## src/rtl/bram_loader_pkg.sv

```systemverilog
// Shared definitions for the BRAM loader.
//   bram_loader_state_t : control FSM states (IDLE, LOAD, DONE)
//   calc_ratio()        : stream beats per BRAM word
//   lane_cnt_width()    : width of the lane counter for a given ratio
package bram_loader_pkg;

  typedef enum logic [1:0] {
    ST_IDLE = 2'd0,
    ST_LOAD = 2'd1,
    ST_DONE = 2'd2
  } bram_loader_state_t;

  // Number of inbound beats that make up one write word.
  function automatic int calc_ratio(input int in_width, input int write_width);
    return write_width / in_width;
  endfunction

  // Lane counter width; never narrower than one bit so a ratio of 1 still elaborates.
  function automatic int lane_cnt_width(input int ratio);
    if (ratio <= 2) begin
      return 1;
    end else begin
      return $clog2(ratio);
    end
  endfunction

endpackage

```

## src/rtl/bram_loader_packer.sv

```systemverilog
// beat_packer: assembles IN_WIDTH beats into WRITE_WIDTH words, little-endian
// (lane 0 arrives first and lands in the least significant bits).
// Ports:
//   clk, rst        clock and synchronous active-low reset
//   clear           drops any partially assembled word and rewinds the lane counter
//   beat_en         a beat transfers this cycle
//   beat_data       the beat being transferred
//   word_data       assembled word; valid in the cycle word_complete is high
//   word_complete   the final lane of a word transfers this cycle
module beat_packer
  import bram_loader_pkg::*;
#(
  parameter int IN_WIDTH    = 8,
  parameter int WRITE_WIDTH = 32
) (
  input  logic                   clk,
  input  logic                   rst,
  input  logic                   clear,
  input  logic                   beat_en,
  input  logic [IN_WIDTH-1:0]    beat_data,
  output logic [WRITE_WIDTH-1:0] word_data,
  output logic                   word_complete
);

  localparam int RATIO  = calc_ratio(IN_WIDTH, WRITE_WIDTH);
  localparam int LANE_W = lane_cnt_width(RATIO);
  localparam logic [LANE_W-1:0] LAST_LANE = LANE_W'(RATIO - 1);

  logic [LANE_W-1:0]      lane_r;
  logic [WRITE_WIDTH-1:0] lanes_r;
  logic [WRITE_WIDTH-1:0] word_s;

  // Lane counter and storage for every lane except the last one.
  always_ff @(posedge clk) begin
    if (!rst) begin
      lane_r  <= '0;
      lanes_r <= '0;
    end else if (clear) begin
      lane_r  <= '0;
      lanes_r <= '0;
    end else if (beat_en) begin
      for (int k = 0; k < RATIO - 1; k++) begin
        if (lane_r == LANE_W'(k)) begin
          lanes_r[k*IN_WIDTH +: IN_WIDTH] <= beat_data;
        end
      end
      if (lane_r == LAST_LANE) begin
        lane_r <= '0;
      end else begin
        lane_r <= lane_r + LANE_W'(1'b1);
      end
    end
  end

  // The last lane is taken straight from the bus so the word is ready in the
  // cycle its final beat transfers, with no extra bubble.
  always_comb begin
    word_s = lanes_r;
    word_s[(RATIO-1)*IN_WIDTH +: IN_WIDTH] = beat_data;
  end

  assign word_data     = word_s;
  assign word_complete = beat_en && (lane_r == LAST_LANE);

endmodule

```

## src/rtl/bram_loader.sv

```systemverilog
// bram_loader: loads a run of words from a narrow inbound stream into a BRAM
// write port, starting at base_addr and wrapping modulo the address space.
// Ports:
//   clk, rst                  clock and synchronous active-low reset
//   start, base_addr, length  load request, sampled only while idle
//   abort                     cancels an active load, dropping any partial word
//   in_valid/in_data/in_ready inbound beat handshake
//   w_addr/w_valid/w_data     BRAM write port, one-cycle write strobes
//   busy, done                status: not idle / one-cycle completion pulse
//   words_written             words committed in the current or last load
module bram_loader
  import bram_loader_pkg::*;
#(
  parameter int IN_WIDTH         = 8,
  parameter int WRITE_WIDTH      = 32,
  parameter int WRITE_ADDR_WIDTH = 10
) (
  input  logic                        clk,
  input  logic                        rst,
  input  logic                        start,
  input  logic [WRITE_ADDR_WIDTH-1:0] base_addr,
  input  logic [WRITE_ADDR_WIDTH:0]   length,
  input  logic                        abort,
  input  logic                        in_valid,
  input  logic [IN_WIDTH-1:0]         in_data,
  output logic                        in_ready,
  output logic [WRITE_ADDR_WIDTH-1:0] w_addr,
  output logic                        w_valid,
  output logic [WRITE_WIDTH-1:0]      w_data,
  output logic                        busy,
  output logic                        done,
  output logic [WRITE_ADDR_WIDTH:0]   words_written
);

  localparam int AW = WRITE_ADDR_WIDTH;
  localparam logic [AW:0] CNT_ONE = {{AW{1'b0}}, 1'b1};

  bram_loader_state_t state_r, state_s;

  logic [AW-1:0]          base_r, base_s;
  logic [AW:0]            length_r, length_s;
  logic [AW:0]            ww_r, ww_s;
  logic                   in_ready_r, in_ready_s;
  logic                   busy_r, done_r, w_valid_r;
  logic [AW-1:0]          w_addr_r, w_addr_s;
  logic [WRITE_WIDTH-1:0] w_data_r, w_data_s;

  logic                   beat_en_s;
  logic                   pack_clear_s;
  logic                   word_complete_s;
  logic [WRITE_WIDTH-1:0] word_data_s;
  logic                   commit_s;

  assign beat_en_s    = in_valid && in_ready_r;
  // Lanes are only meaningful inside LOAD; an abort discards the partial word.
  assign pack_clear_s = (state_r != ST_LOAD) || abort;
  // A word completed in the same cycle as an abort is dropped, not written.
  assign commit_s     = word_complete_s && !abort && (state_r == ST_LOAD);

  beat_packer #(
    .IN_WIDTH    (IN_WIDTH),
    .WRITE_WIDTH (WRITE_WIDTH)
  ) u_packer (
    .clk           (clk),
    .rst           (rst),
    .clear         (pack_clear_s),
    .beat_en       (beat_en_s),
    .beat_data     (in_data),
    .word_data     (word_data_s),
    .word_complete (word_complete_s)
  );

  // Next-state logic for the load FSM.
  always_comb begin
    state_s = state_r;
    case (state_r)
      ST_IDLE: begin
        if (start) begin
          if (length != '0) begin
            state_s = ST_LOAD;
          end else begin
            state_s = ST_DONE;
          end
        end else begin
          state_s = ST_IDLE;
        end
      end
      ST_LOAD: begin
        if (abort) begin
          state_s = ST_IDLE;
        end else if (ww_r == length_r) begin
          // The final word's write strobe is out this cycle.
          state_s = ST_DONE;
        end else begin
          state_s = ST_LOAD;
        end
      end
      ST_DONE: begin
        state_s = ST_IDLE;
      end
      default: begin
        state_s = ST_IDLE;
      end
    endcase
  end

  // Request latching, committed-word count, write port and ready for next cycle.
  always_comb begin
    base_s   = base_r;
    length_s = length_r;
    ww_s     = ww_r;
    w_addr_s = w_addr_r;
    w_data_s = w_data_r;
    if ((state_r == ST_IDLE) && start) begin
      base_s   = base_addr;
      length_s = length;
      ww_s     = '0;
    end else if (commit_s) begin
      // ww_r is the index of the word being committed.
      ww_s     = ww_r + CNT_ONE;
      w_addr_s = base_r + ww_r[AW-1:0];
      w_data_s = word_data_s;
    end else begin
      ww_s     = ww_r;
    end
    // Words accepted equals committed words, so ready drops right after the
    // final beat of the final word.
    in_ready_s = (state_s == ST_LOAD) && (ww_s < length_s);
  end

  // State and registered outputs.
  always_ff @(posedge clk) begin
    if (!rst) begin
      state_r    <= ST_IDLE;
      base_r     <= '0;
      length_r   <= '0;
      ww_r       <= '0;
      in_ready_r <= 1'b0;
      busy_r     <= 1'b0;
      done_r     <= 1'b0;
      w_valid_r  <= 1'b0;
      w_addr_r   <= '0;
      w_data_r   <= '0;
    end else begin
      state_r    <= state_s;
      base_r     <= base_s;
      length_r   <= length_s;
      ww_r       <= ww_s;
      in_ready_r <= in_ready_s;
      busy_r     <= (state_s != ST_IDLE);
      done_r     <= (state_s == ST_DONE);
      w_valid_r  <= commit_s;
      w_addr_r   <= w_addr_s;
      w_data_r   <= w_data_s;
    end
  end

  assign in_ready      = in_ready_r;
  assign busy          = busy_r;
  assign done          = done_r;
  assign w_valid       = w_valid_r;
  assign w_addr        = w_addr_r;
  assign w_data        = w_data_r;
  assign words_written = ww_r;

endmodule

```

## config.mk

```make
export PLATFORM = sky130hd
export DESIGN_NAME = bram_loader
export DESIGN_NICKNAME = d
export VERILOG_FILES = /design/src/rtl/bram_loader_pkg.sv /design/src/rtl/bram_loader_packer.sv /design/src/rtl/bram_loader.sv
export SDC_FILE = /design/constraint.sdc
export NUM_CORES = 1
export LEC_CHECK = 0
export ABC_CLOCK_PERIOD_IN_PS = 2800
export BUFFER_PORTS_ARGS = -buffer_cell sky130_fd_sc_hd__buf_2
export CAP_MARGIN = 30
export CORE_AREA = 2 2 68 134
export CTS_BUF_LIST = sky130_fd_sc_hd__clkbuf_4 sky130_fd_sc_hd__clkbuf_8
export DETAILED_ROUTE_END_ITERATION = 8
export DIE_AREA = 0 0 70 136
export PLACE_DENSITY_LB_ADDON = 0.15
export SLEW_MARGIN = 0
export SYNTH_ARGS = -nofsm -noshare
export SYNTH_HDL_FRONTEND = slang
export SYNTH_SLANG_ARGS = --single-unit
```

## constraint.sdc

```tcl
create_clock -name clk -period 2.8 [get_ports clk]
set_input_delay 0 -clock clk [delete_from_list [all_inputs] [get_ports clk]]
set_output_delay 0 -clock clk [all_outputs]
set_load 0.01 [all_outputs]
```

==> reports/qor.txt <==
Status: finished, final reports clean
Leakage: 2.46 nW
Max-slew headroom: 41.3%
Synth Area per Inst: 8.48 sq um
Max Fclk: 377 MHz
P per Cell Area: 471 mW/mm^2
Worst hold-check path type: input port to flop
IO Pins: 91
Row cnt: 48
Post-CTS setup buffer count: 0
H-tree depth: 3
Fin area: 0.00577 sq mm
Largest net degree at the start of global routing: 46
Clock latency on the worst-skew pair: 380 ps
Post-synth top area share: 44.9%
Total power: 2.72 mW
Longest Clk Path Bufs: 2
Final TNS setup: 0 ps
Wirelength per Cell: 15.5 microns
R2r setup slk: 150 ps
GRT overflow: 0
Yosys warnings: 0
First-pass GRT wire length: 19600 microns
CTS sink cnt: 106
Area contributors post-synth: dfxtp_1, nand2_1, a21boi_0
Gr usage total: 26.0%
Int Pwr: 2.01 mW
Clock share of power: 33.3%
Power share of the sequential group: 57.0%
Final setup viols: 0
ANT nets after route: 0
Synthesized area: 0.00473 sq mm
Die Ht: 136 microns
CP endpoint kind: flop
Max incr delay on CP: 650 ps
Netlist cell types: 39
Fin Hold WS: 51.2 ps
Tcrit/Tclk final: 94.8%
NetSw: 0.712 mW
Die Span X: 70 microns
N_diodes: 0
Sw frac: 26.2%
Area growth syn-to-layout: 22.2%
RePlAce Congestion: 0.917
Seq/Total Area, Yosys: 44.9%
Post-synth top flop: dfxtp_1
Critical setup path kind: flop to flop
Hold path start: length[6]
Initial DRC count: 166
CP Launch Point: state_r[1]$_SDFF_PN0_
Critical-path top delay cell: nor3b_2
Number of flops mapped to enable cells by yosys: 0
Setup crit start kind: flop
Worst Tran Pin Value: 879 ps
CTS Buf Count: 9
Worst Setup EP: in_ready$_SDFF_PN0_
Logic pwr share: 9.6%
Initial core utilization: 55.4%
Drt first pass iters: 5
Post-Syn Instances: 557
Hold Path Depth: 3
Clock skew: 11.6 ps
Share of cells above drive strength 1: 18.2%
Routed vias/inst: 5.44
Post-synth net total: 616
Post-synth top area cell: dfxtp_1
RSZ-0062 raised after global routing: no
Vias in the first global route: 4072
Worst-path cell chain: nor3b_2 > buf_4 > nor2_1 > ha_1 > a21o_1 > a21o_1 > a21oi_1 > o21ai_1 > a21oi_1
Nets@finish: 731
Cell Area, Placed: 0.00530 sq mm
Maxcap violations: 0
Total number of vias: 4223
Initial antenna violation count: 0
Maximum VDD drop: 0.456 mV
WP data arrival: 2960 ps
Die area: 0.00952 sq mm
Drt total wl: 12100 microns
Reg2Reg Depth: 9
Commonest non-fill, non-tap cell in the layout: nand2_1
Final Slew Violations: 0
Fin. Hold Viols: 0
Most frequent cells in the layout: nand2_1, dfxtp_1, buf_2
WP data required: 3100 ps
CP Max Fanout: 24
Post-layout min period: 2650 ps
Core box area: 0.00853 sq mm
RR Startpoint: state_r[1]$_SDFF_PN0_
Fraction of registers with async set/reset: 0%
# DRC: 0
Root Buffer: clkbuf_8
Reg2reg end: in_ready$_SDFF_PN0_
Quantity of I/O buffers inserted on ports: 90
CTS tree: built
Clock-pin slew on the worst setup and hold paths: 100 ps
Yosys reg bits: 106
DP HPWL: 9050 microns
[layout make-up]
type,instances,area [sq um]
multi-input cells,417,2480
clock buffers,10,138
flip-flops and latches,106,2120
well taps,100,125
fillers,719,2760
repair buffers,132,838
inverters,6,22.5
clock inverters,6,50.0
[worst max-delay path, delay by kind of cell (launching register included)]
kind	cells	cell delay (ps)
flip-flops	1	380
buffers and inverters	1	410
AO/OA/AOI/OAI	5	760
adder cells (fa/ha/maj)	1	300
AND/OR/NAND/NOR	2	740
[per-layer routing]
| layer | track usage [%] | part of all wire [%] | up-vias |
|---|---|---|---|
| met5 | 0 | 0 | - |
| met4 | 10.4 | 2.7 | 0 |
| met3 | 3.19 | 3.5 | 22 |
| met2 | 51.0 | 56 | 112 |
| met1 | 27.3 | 38 | 1986 |
| li1 | - | - | 2103 |
[how the worst min path moves through the flow]
stage / end / slack [ps]
2_1_floorplan: base_r[0]$_SDFFE_PN0N_ / 140
3_3_place_gp: base_r[5]$_SDFFE_PN0N_ / 270
3_5_place_dp: base_r[6]$_SDFFE_PN0N_ / 260
4_1_cts: length_r[6]$_SDFF_PN0_ / 30
5_1_grt: length_r[6]$_SDFF_PN0_ / 50
6_report: length_r[6]$_SDFF_PN0_ / 50
[power by group through the flow]
| stage | Clock [mW] | Combinational, mW | Sequential [mW] |
|---|---|---|---|
| global route | 0.965 | 0.287 | 1.55 |
| floorplan | 0 | 0.142 | 1.58 |
| detailed placement | 0 | 0.228 | 1.59 |
| global placement | 0 | 0.224 | 1.58 |
| finish | 0.906 | 0.262 | 1.55 |
| CTS | 0.925 | 0.259 | 1.55 |
[timing repair]
| item | CTS | global route |
|---|---|---|
| endpoints found under the hold margin | 54 | 0 |
| endpoints found under the setup margin | 0 | 0 |
| hold buffers | 29 | 0 |
| gates resized for setup | 0 | 0 |
[sequential cells by signal, summed over array words and instances, names as in the netlist]
register / count
w_data: 32
u_packer.lanes_r: 24
length_r: 11
words_written: 11
base_r: 10
w_addr: 10
state_r: 2
u_packer.lane_r: 2
busy: 1
done: 1
in_ready: 1
w_valid: 1
[metrics by stage]
step	utilization, %	cells	setup slack [ps]
floorplan	-	557	336
global placement	62.1	732	341
detailed placement	62.1	732	210
CTS	67.7	777	180
global route	67.7	777	42.9
finish	67.7	777	145
[kinds of logic after synthesis]
family | share of synthesized area [%]
multiplexers | 2.12
AND/OR/NAND/NOR | 23.1
AO/OA/AOI/OAI | 15.0
adder cells (fa/ha/maj) | 6.78
buffers and inverters | 2.78
XOR/XNOR | 5.37
flip-flops | 44.9
[synth_stat cells (8+ instances only)]
library cell	instances
nand2_1	140
dfxtp_1	106
a21boi_0	45
a21oi_1	34
nand3_1	30
nor2_1	26
ha_1	24
clkbuf_1	23
xor2_1	22
nor2b_1	15
o21ai_0	14
mux2i_1	10
and2_1	8
(Power assumes the default switching activity.)
